## src/rtl/i2s_capture_bram_if.sv

```systemverilog
// BRAM write port and capture control bundle between i2s_capture_bram and the PS side.
// The master modport is the capture block; the slave modport is the BRAM/PS side.
interface i2s_capture_bram_if;
  logic [31:0] BRAM_addr;
  logic        BRAM_clk;
  logic [31:0] BRAM_din;
  logic [31:0] BRAM_dout;
  logic        BRAM_en;
  logic        BRAM_rst;
  logic [3:0]  BRAM_we;
  logic        start;
  logic        chan_sel;
  logic        busy;
  logic        done;
  logic        frame_err;

  modport master (
    output BRAM_addr, BRAM_clk, BRAM_din, BRAM_en, BRAM_rst, BRAM_we,
    input  BRAM_dout,
    input  start, chan_sel,
    output busy, done, frame_err
  );

  modport slave (
    input  BRAM_addr, BRAM_clk, BRAM_din, BRAM_en, BRAM_rst, BRAM_we,
    output BRAM_dout,
    output start, chan_sel,
    input  busy, done, frame_err
  );
endinterface

```

## src/rtl/i2s_capture_bram.sv

```systemverilog
// Captures CLIP_LEN samples of one I2S record channel into PS-shared BRAM,
// one sign-extended 32-bit word per sample; I2S pins are oversampled in the clk domain.
module i2s_capture_bram #(
  parameter int SAMPLE_BITS         = 16,
  parameter int CLIP_LEN            = 64,
  parameter int BRAM_ADDR_INCREMENT = 4,
  parameter int SYNC_STAGES         = 2
) (
  input  logic                 clk,
  input  logic                 rst,
  i2s_capture_bram_if.master   bus,
  input  logic                 audio_I2S_bclk,
  input  logic                 audio_I2S_reclrc,
  input  logic                 audio_I2S_recdat
);

  localparam int IDX_W = $clog2(CLIP_LEN + 1);
  localparam int BIT_W = (SAMPLE_BITS > 1) ? $clog2(SAMPLE_BITS) : 1;
  localparam logic [BIT_W-1:0] LAST_BIT = BIT_W'(SAMPLE_BITS - 1);
  localparam logic [IDX_W-1:0] LAST_IDX = IDX_W'(CLIP_LEN - 1);

  localparam logic [2:0] S_IDLE  = 3'd0;
  localparam logic [2:0] S_SYNC  = 3'd1;
  localparam logic [2:0] S_SHIFT = 3'd2;
  localparam logic [2:0] S_WRITE = 3'd3;
  localparam logic [2:0] S_DONE  = 3'd4;

  function automatic logic [31:0] sign_extend(input logic signed [SAMPLE_BITS-1:0] s);
    return {{(32 - SAMPLE_BITS){s[SAMPLE_BITS-1]}}, s};
  endfunction

  logic [SYNC_STAGES-1:0] r_bclk_sync, r_lrc_sync, r_dat_sync;
  logic                   r_bclk_prev;
  logic                   w_bclk, w_lrc, w_dat, w_rise;

  logic [2:0]             r_state;
  logic                   r_chan;
  logic                   r_lrc_prev;
  logic [IDX_W-1:0]       r_idx;
  logic [BIT_W-1:0]       r_bitcnt;
  logic [SAMPLE_BITS-2:0] r_shift;
  logic [SAMPLE_BITS-1:0] w_next;
  logic [31:0]            w_addr;
  logic [31:0]            r_addr, r_din;
  logic                   r_en;
  logic [3:0]             r_we;
  logic                   r_bram_rst;
  logic                   r_done, r_frame_err;
  logic                   w_unused_dout;

  // Input synchronizers and bclk rising-edge strobe
  always_ff @(posedge clk or posedge rst) begin
    if (rst) begin
      r_bclk_sync <= '0;
      r_lrc_sync  <= '0;
      r_dat_sync  <= '0;
      r_bclk_prev <= 1'b0;
    end else begin
      r_bclk_sync <= (r_bclk_sync << 1) | SYNC_STAGES'(audio_I2S_bclk);
      r_lrc_sync  <= (r_lrc_sync  << 1) | SYNC_STAGES'(audio_I2S_reclrc);
      r_dat_sync  <= (r_dat_sync  << 1) | SYNC_STAGES'(audio_I2S_recdat);
      r_bclk_prev <= w_bclk;
    end
  end

  assign w_bclk = r_bclk_sync[SYNC_STAGES-1];
  assign w_lrc  = r_lrc_sync[SYNC_STAGES-1];
  assign w_dat  = r_dat_sync[SYNC_STAGES-1];
  assign w_rise = w_bclk & ~r_bclk_prev;
  assign w_next = {r_shift, w_dat};
  assign w_addr = 32'(r_idx) * 32'(BRAM_ADDR_INCREMENT);

  // Capture FSM; BRAM strobes are registered so addr/din/we share one cycle
  always_ff @(posedge clk or posedge rst) begin
    if (rst) begin
      r_state     <= S_IDLE;
      r_chan      <= 1'b0;
      r_lrc_prev  <= 1'b0;
      r_idx       <= '0;
      r_bitcnt    <= '0;
      r_shift     <= '0;
      r_addr      <= '0;
      r_din       <= '0;
      r_en        <= 1'b0;
      r_we        <= 4'h0;
      r_bram_rst  <= 1'b1;
      r_done      <= 1'b0;
      r_frame_err <= 1'b0;
    end else begin
      r_bram_rst <= 1'b0;
      if (w_rise) r_lrc_prev <= w_lrc;
      case (r_state)
        S_IDLE, S_DONE: begin
          if (bus.start) begin
            r_chan      <= bus.chan_sel;
            r_idx       <= '0;
            r_frame_err <= 1'b0;
            r_done      <= 1'b0;
            r_state     <= S_SYNC;
          end
        end
        S_SYNC: begin
          // LRC edge into the selected channel is the one-bit delay slot
          if (w_rise && (w_lrc != r_lrc_prev) && (w_lrc == r_chan)) begin
            r_bitcnt <= '0;
            r_state  <= S_SHIFT;
          end
        end
        S_SHIFT: begin
          if (w_rise) begin
            // The last bit may legitimately coincide with the next LRC edge
            if ((w_lrc != r_lrc_prev) && (r_bitcnt != LAST_BIT)) begin
              r_frame_err <= 1'b1;
              r_state     <= S_SYNC;
            end else begin
              r_shift  <= w_next[SAMPLE_BITS-2:0];
              r_bitcnt <= r_bitcnt + 1'b1;
              if (r_bitcnt == LAST_BIT) begin
                r_en    <= 1'b1;
                r_we    <= 4'hF;
                r_addr  <= w_addr;
                r_din   <= sign_extend(w_next);
                r_state <= S_WRITE;
              end
            end
          end
        end
        S_WRITE: begin
          r_en  <= 1'b0;
          r_we  <= 4'h0;
          r_idx <= r_idx + 1'b1;
          if (r_idx == LAST_IDX) begin
            r_done  <= 1'b1;
            r_state <= S_DONE;
          end else begin
            r_state <= S_SYNC;
          end
        end
        default: r_state <= S_IDLE;
      endcase
    end
  end

  assign w_unused_dout = ^bus.BRAM_dout;

  assign bus.BRAM_clk  = clk;
  assign bus.BRAM_addr = r_addr;
  assign bus.BRAM_din  = r_din;
  assign bus.BRAM_en   = r_en;
  assign bus.BRAM_we   = r_we;
  assign bus.BRAM_rst  = r_bram_rst;
  assign bus.busy      = (r_state == S_SYNC) || (r_state == S_SHIFT) || (r_state == S_WRITE);
  assign bus.done      = r_done;
  assign bus.frame_err = r_frame_err;

endmodule

```

## src/flat_wrapper.sv

```systemverilog
// flat-port wrapper written by rule: the top's interface ports become plain ports
module i2s_capture_bram_flat 
#(
  parameter int SAMPLE_BITS         = 16,
  parameter int CLIP_LEN            = 64,
  parameter int BRAM_ADDR_INCREMENT = 4,
  parameter int SYNC_STAGES         = 2
)
  (clk, rst, audio_I2S_bclk, audio_I2S_reclrc, audio_I2S_recdat, bus_BRAM_addr, bus_BRAM_clk, bus_BRAM_din, bus_BRAM_en, bus_BRAM_rst, bus_BRAM_we, bus_BRAM_dout, bus_start, bus_chan_sel, bus_busy, bus_done, bus_frame_err);
  i2s_capture_bram_if bus_i ();
  input  logic clk;
  input  logic rst;
  input  logic audio_I2S_bclk;
  input  logic audio_I2S_reclrc;
  input  logic audio_I2S_recdat;
  output wire logic [$bits(bus_i.BRAM_addr)-1:0] bus_BRAM_addr;
  output wire logic [$bits(bus_i.BRAM_clk)-1:0] bus_BRAM_clk;
  output wire logic [$bits(bus_i.BRAM_din)-1:0] bus_BRAM_din;
  output wire logic [$bits(bus_i.BRAM_en)-1:0] bus_BRAM_en;
  output wire logic [$bits(bus_i.BRAM_rst)-1:0] bus_BRAM_rst;
  output wire logic [$bits(bus_i.BRAM_we)-1:0] bus_BRAM_we;
  input wire logic [$bits(bus_i.BRAM_dout)-1:0] bus_BRAM_dout;
  input wire logic [$bits(bus_i.start)-1:0] bus_start;
  input wire logic [$bits(bus_i.chan_sel)-1:0] bus_chan_sel;
  output wire logic [$bits(bus_i.busy)-1:0] bus_busy;
  output wire logic [$bits(bus_i.done)-1:0] bus_done;
  output wire logic [$bits(bus_i.frame_err)-1:0] bus_frame_err;
  assign bus_BRAM_addr = bus_i.BRAM_addr;
  assign bus_BRAM_clk = bus_i.BRAM_clk;
  assign bus_BRAM_din = bus_i.BRAM_din;
  assign bus_BRAM_en = bus_i.BRAM_en;
  assign bus_BRAM_rst = bus_i.BRAM_rst;
  assign bus_BRAM_we = bus_i.BRAM_we;
  assign bus_i.BRAM_dout = bus_BRAM_dout;
  assign bus_i.start = bus_start;
  assign bus_i.chan_sel = bus_chan_sel;
  assign bus_busy = bus_i.busy;
  assign bus_done = bus_i.done;
  assign bus_frame_err = bus_i.frame_err;
  i2s_capture_bram #(.SAMPLE_BITS(SAMPLE_BITS), .CLIP_LEN(CLIP_LEN), .BRAM_ADDR_INCREMENT(BRAM_ADDR_INCREMENT), .SYNC_STAGES(SYNC_STAGES)) u_core (.clk(clk), .rst(rst), .bus(bus_i), .audio_I2S_bclk(audio_I2S_bclk), .audio_I2S_reclrc(audio_I2S_reclrc), .audio_I2S_recdat(audio_I2S_recdat));
endmodule
```

## config.mk

```make
export PLATFORM = sky130hd
export DESIGN_NAME = i2s_capture_bram_flat
export DESIGN_NICKNAME = d
export VERILOG_FILES = /design/src/rtl/i2s_capture_bram_if.sv /design/src/rtl/i2s_capture_bram.sv /design/src/flat_wrapper.sv
export SDC_FILE = /design/constraint.sdc
export NUM_CORES = 1
export LEC_CHECK = 0
export CAP_MARGIN = 20
export CORE_ASPECT_RATIO = 0.8
export CORE_MARGIN = 1.5
export CORE_UTILIZATION = 46
export CTS_BUF_LIST = sky130_fd_sc_hd__clkbuf_4
export CTS_CLUSTER_SIZE = 10
export DETAILED_ROUTE_END_ITERATION = 6
export PLACE_DENSITY = 0.83
export SKIP_LAST_GASP = 1
export SLEW_MARGIN = 10
export SYNTH_ARGS = -nofsm -noshare
export SYNTH_HDL_FRONTEND = slang
export SYNTH_SLANG_ARGS = --single-unit
export TNS_END_PERCENT = 1
```

## constraint.sdc

```tcl
create_clock -name clk -period 2.4 [get_ports clk]
set_input_delay 0.24 -clock clk [delete_from_list [all_inputs] [get_ports clk]]
set_output_delay 0.24 -clock clk [all_outputs]
set_load 0.02 [all_outputs]
```

# == Word-level counts from Yosys, hierarchy flattened ==
# Index checks and enable logic that the tools add are counted.
# totals
input_bits,39
elab_cells,89
out_inout_bits,74
reg_bits,69
# op_classes
eq_ne,17
n_reduce_logical,20
n_bitwise,6
n_addsub,2
muxes,27
# op_table
op,n
4-bit two-way mux,6
4-bit AND reduction,5
3-bit two-way mux,6
4-bit one-hot mux with 2 select lines,2
7-bit one-hot mux with 2 select lines,1
3-bit one-hot mux with 4 select lines,1
"2-bit by 1-bit != test with 1-bit output, second input constant",5
2-bit nonzero test,4
"7-bit by 1-bit adder with 7-bit output, second input constant",1
"7-bit by 6-bit equality test with 1-bit output, second input constant",1
1-bit two-way mux,7
7-bit two-way mux,1
"3-bit by 2-bit equality test with 1-bit output, second input constant",2
2-bit by 1-bit bitwise OR with 2-bit output,3
1-bit one-hot mux with 2 select lines,3
3-bit AND reduction,2
"4-bit by 1-bit adder with 4-bit output, second input constant",1
"4-bit equality test, second input constant",1
"2-bit != test, second input constant",2
"4-bit != test, second input constant",1
2-bit AND reduction,2
"3-bit by 1-bit equality test with 1-bit output, second input constant",1
"3-bit equality test, second input constant",1
1-bit logical AND,3
other kinds (8),10

# == Logic depth before layout (Yosys ltp) ==
# Gate-level depths: netlist of run 1.
# logic_depth
depth_word,6
depth_mapped,6
depth_no_buf,5

==> run summary, run 1 <==
Final hold vios = 0
Syn Area/Cell = 12.1 um^2
First-pass GRT wire length = 8940 um
Global route total overflow = 0
Synth top area share = 52.3%
Final core occ = 56.2%
Worst R2R End = u_core.r_shift[10]
Worst hold path class = in2async
Final Setup Violations = 0
Antenna cells = 0
Vias in the first global route = 1860
Sequential cell area fraction in the yosys report = 53.2%
Port Buffers = 55
Setup TNS = 0 ps
Run status = finished, final reports clean
CP max FO = 9
Ys Warns = 0
XOR/XNOR share of the synthesized area = 0.572%
Crit path kind = reg2out
Achievable Freq = 454 MHz
EDFF count, synth = 0
CP Capture Type = primary output
Synth Cell Area = 3060 um^2
VDD IR-drop max = 0.527 mV
Post-synthesis mux area share = 16.3%
GRT Overall Usage = 16.2%
Synth cell count leaders = 64 x dfrtp_1, 48 x buf_4, 31 x mux2_2, 17 x nand2_1, 9 x nand3_1
Layout cells sized above 1 = 22.5%
Final Skew = 14.4 ps
Compound-gate portion of the synthesized area = 6.82%
Adder-cell share of the synthesized area = 0.817%
CP Launch Type = flop
Hpwl dp = 3730 um
Lkg Pwr = 1.67 nW
Largest cells by area after synthesis = dfrtp_1 52%, buf_4 12%, mux2_2 11%
Register-to-Register Setup Slack = 400 ps
Largest family of logic cells by synthesized area = multiplexers
Worst r2r path cells = 4
Cells along the critical path = inv_1, a21oi_1, clkdlybuf4s50_1
Routed WL per cell = 13.9 um
CP max-delay cell = clkdlybuf4s50_1
Initial Util = 47.8%
Hold slack = 111 ps
Latest clock arrival within the worst-skew pair = 510 ps
Die height = 76.0 um
Pwr Density = 623 nW/um^2
Routability Congestion = 0.837
Final std cells w/o fill = 386
CP peak stage delay = 620 ps
Seq cells post-synth = 65
Most frequent cell after synthesis = dfrtp_1
CTS Hold Buffers Added = 0
Biggest area consumer among synthesized cells = dfrtp_1
Fraction of registers with async set/reset = 100%
Clk slew on worst S/H paths = 100 ps
RSZ-0062 raised after global routing = no
Worst flop-to-flop path startpoint = u_core.r_state[0]
# IOs = 113
Gate Count Post-Synth = 252
Vias = 1901
Post-Synth Simple-Gate Area = 8.38%
CP arrival = 1960 ps
Post-DR vias/cell = 4.92
DRC viols = 0
Final ANT Viol Nets = 0
Pins Over Slew Limit = 0
Synth unique cells = 41
Max cap viols = 0
Post-CTS setup buffer count = 0
CP required = 2160 ps
Dpl cells = 367
Final worst-path cycle share = 91.7%
Syn-to-layout area delta = 17.6%
Pin count of the biggest net entering global routing = 66
Die ar. = 7160 um^2
# rows = 26
Post-synth top flop = dfrtp_1
Core area = 6410 um^2
Drt pass-1 iters = 4
CTS resizes = 0
Min Tclk post-route = 2200 ps
Nets = 338
Detailed-route wire length = 5360 um
TritonCTS clock tree = built
Initial antenna violation count = 0
Iteration-0 DRC Markers = 99
Die Wd = 94.2 um
-- area by class of cell --
class                   count  area [um^2]
fillers                   535         2810
well taps                  84          105
clock buffers              13          100
repair buffers             58          583
inverters                   8         30.0
clock inverters             7         47.5
flip-flops and latches     65         1630
multi-input cells         151         1110
-- layer usage --
layer  global-route usage [%]  wire length (um)  vias to the layer above
li1                         -                 -                      888
met1                     21.0              2330                      944
met2                     25.0              2660                       58
met3                     5.09               292                       11
met4                     7.16                78                        0
met5                        0                 0                        -
-- cells by family after synthesis --
| kind of cell | after synthesis |
|---|---|
| XOR/XNOR | 2 |
| adder cells (fa/ha/maj) | 2 |
| other | 1 |
| flip-flops | 65 |
| multiplexers | 42 |
| AO/OA/AOI/OAI | 30 |
| buffers and inverters | 61 |
| AND/OR/NAND/NOR | 49 |
-- flip-flops by register name, indices dropped and copies added, names as in the netlist --
register / count
u_core.bus.BRAM_addr: 7
u_core.bus.BRAM_din: 16
u_core.bus.BRAM_rst: 1
u_core.bus.BRAM_we: 1
u_core.bus.done: 1
u_core.bus.frame_err: 1
u_core.r_bclk_prev: 1
u_core.r_bclk_sync: 2
u_core.r_bitcnt: 4
u_core.r_chan: 1
u_core.r_dat_sync: 2
u_core.r_idx: 7
u_core.r_lrc_prev: 1
u_core.r_lrc_sync: 2
u_core.r_shift: 15
u_core.r_state: 3
-- per-stage QoR --
stage / setup WS (ps) / power, W / cell area (um^2)
final: 198 / 0.00224 / 3600
after global routing: 53.7 / 0.00239 / 3600
after CTS: 165 / 0.00228 / 3600
after detailed placement: 423 / 0.00159 / 3460
after global placement: 452 / 0.00158 / 3460
after floorplan: 480 / 0.00153 / 3160
-- power breakdown --
group | switching, W | internal (W) | leakage [nW]
logic | 0.000188 | 0.000118 | 0.714
registers | 0.0000632 | 0.00115 | 0.880
clock network | 0.000434 | 0.000293 | 0.0794
-- how the worst max path moves through the flow --
stage	from	end	slack, ps	cells after the start
final	u_core.r_state[0]	bus_busy	200	3
after global routing	u_core.r_state[0]	bus_busy	50	3
after CTS	u_core.r_state[0]	bus_busy	170	3
after detailed placement	u_core.r_state[0]	u_core.r_shift[10]	420	4
after global placement	clk	bus_BRAM_clk	450	1
after floorplan	u_core.r_state[0]	u_core.r_shift[0]	480	5
-- worst max-delay path: cells and delay by family (launching register included) --
kind                   cells  cell delay (ps)
AO/OA/AOI/OAI              1              170
buffers and inverters      2              790
flip-flops                 1              510
-- layout by cell type (no fill, tap or decap), types with 3 or more instances in the layout --
cell	instances
a211oi_1	5
a21oi_1	5
buf_4	3
clkbuf_4	12
clkdlybuf4s50_1	55
clkinv_2	3
conb_1	26
dfrtp_1	64
inv_1	7
mux2_2	31
mux2_4	8
mux2i_1	3
nand2_1	17
nand3_1	9
nor2_1	3
nor2b_1	3
o211ai_1	3
o21ai_0	7
Note: power is estimated with default switching activity, not from simulation.
==> run 2: changes to the inputs <==
--- a/config.mk
+++ b/config.mk
@@ -5,6 +5,7 @@
 export SDC_FILE = /design/constraint.sdc
 export NUM_CORES = 1
 export LEC_CHECK = 0
+export ABC_AREA = 0
 export CAP_MARGIN = 20
 export CORE_ASPECT_RATIO = 0.8
 export CORE_MARGIN = 1.5
==> results of run 2 <==
No change in the layout: final DEF, timing and power equal those of run 1.
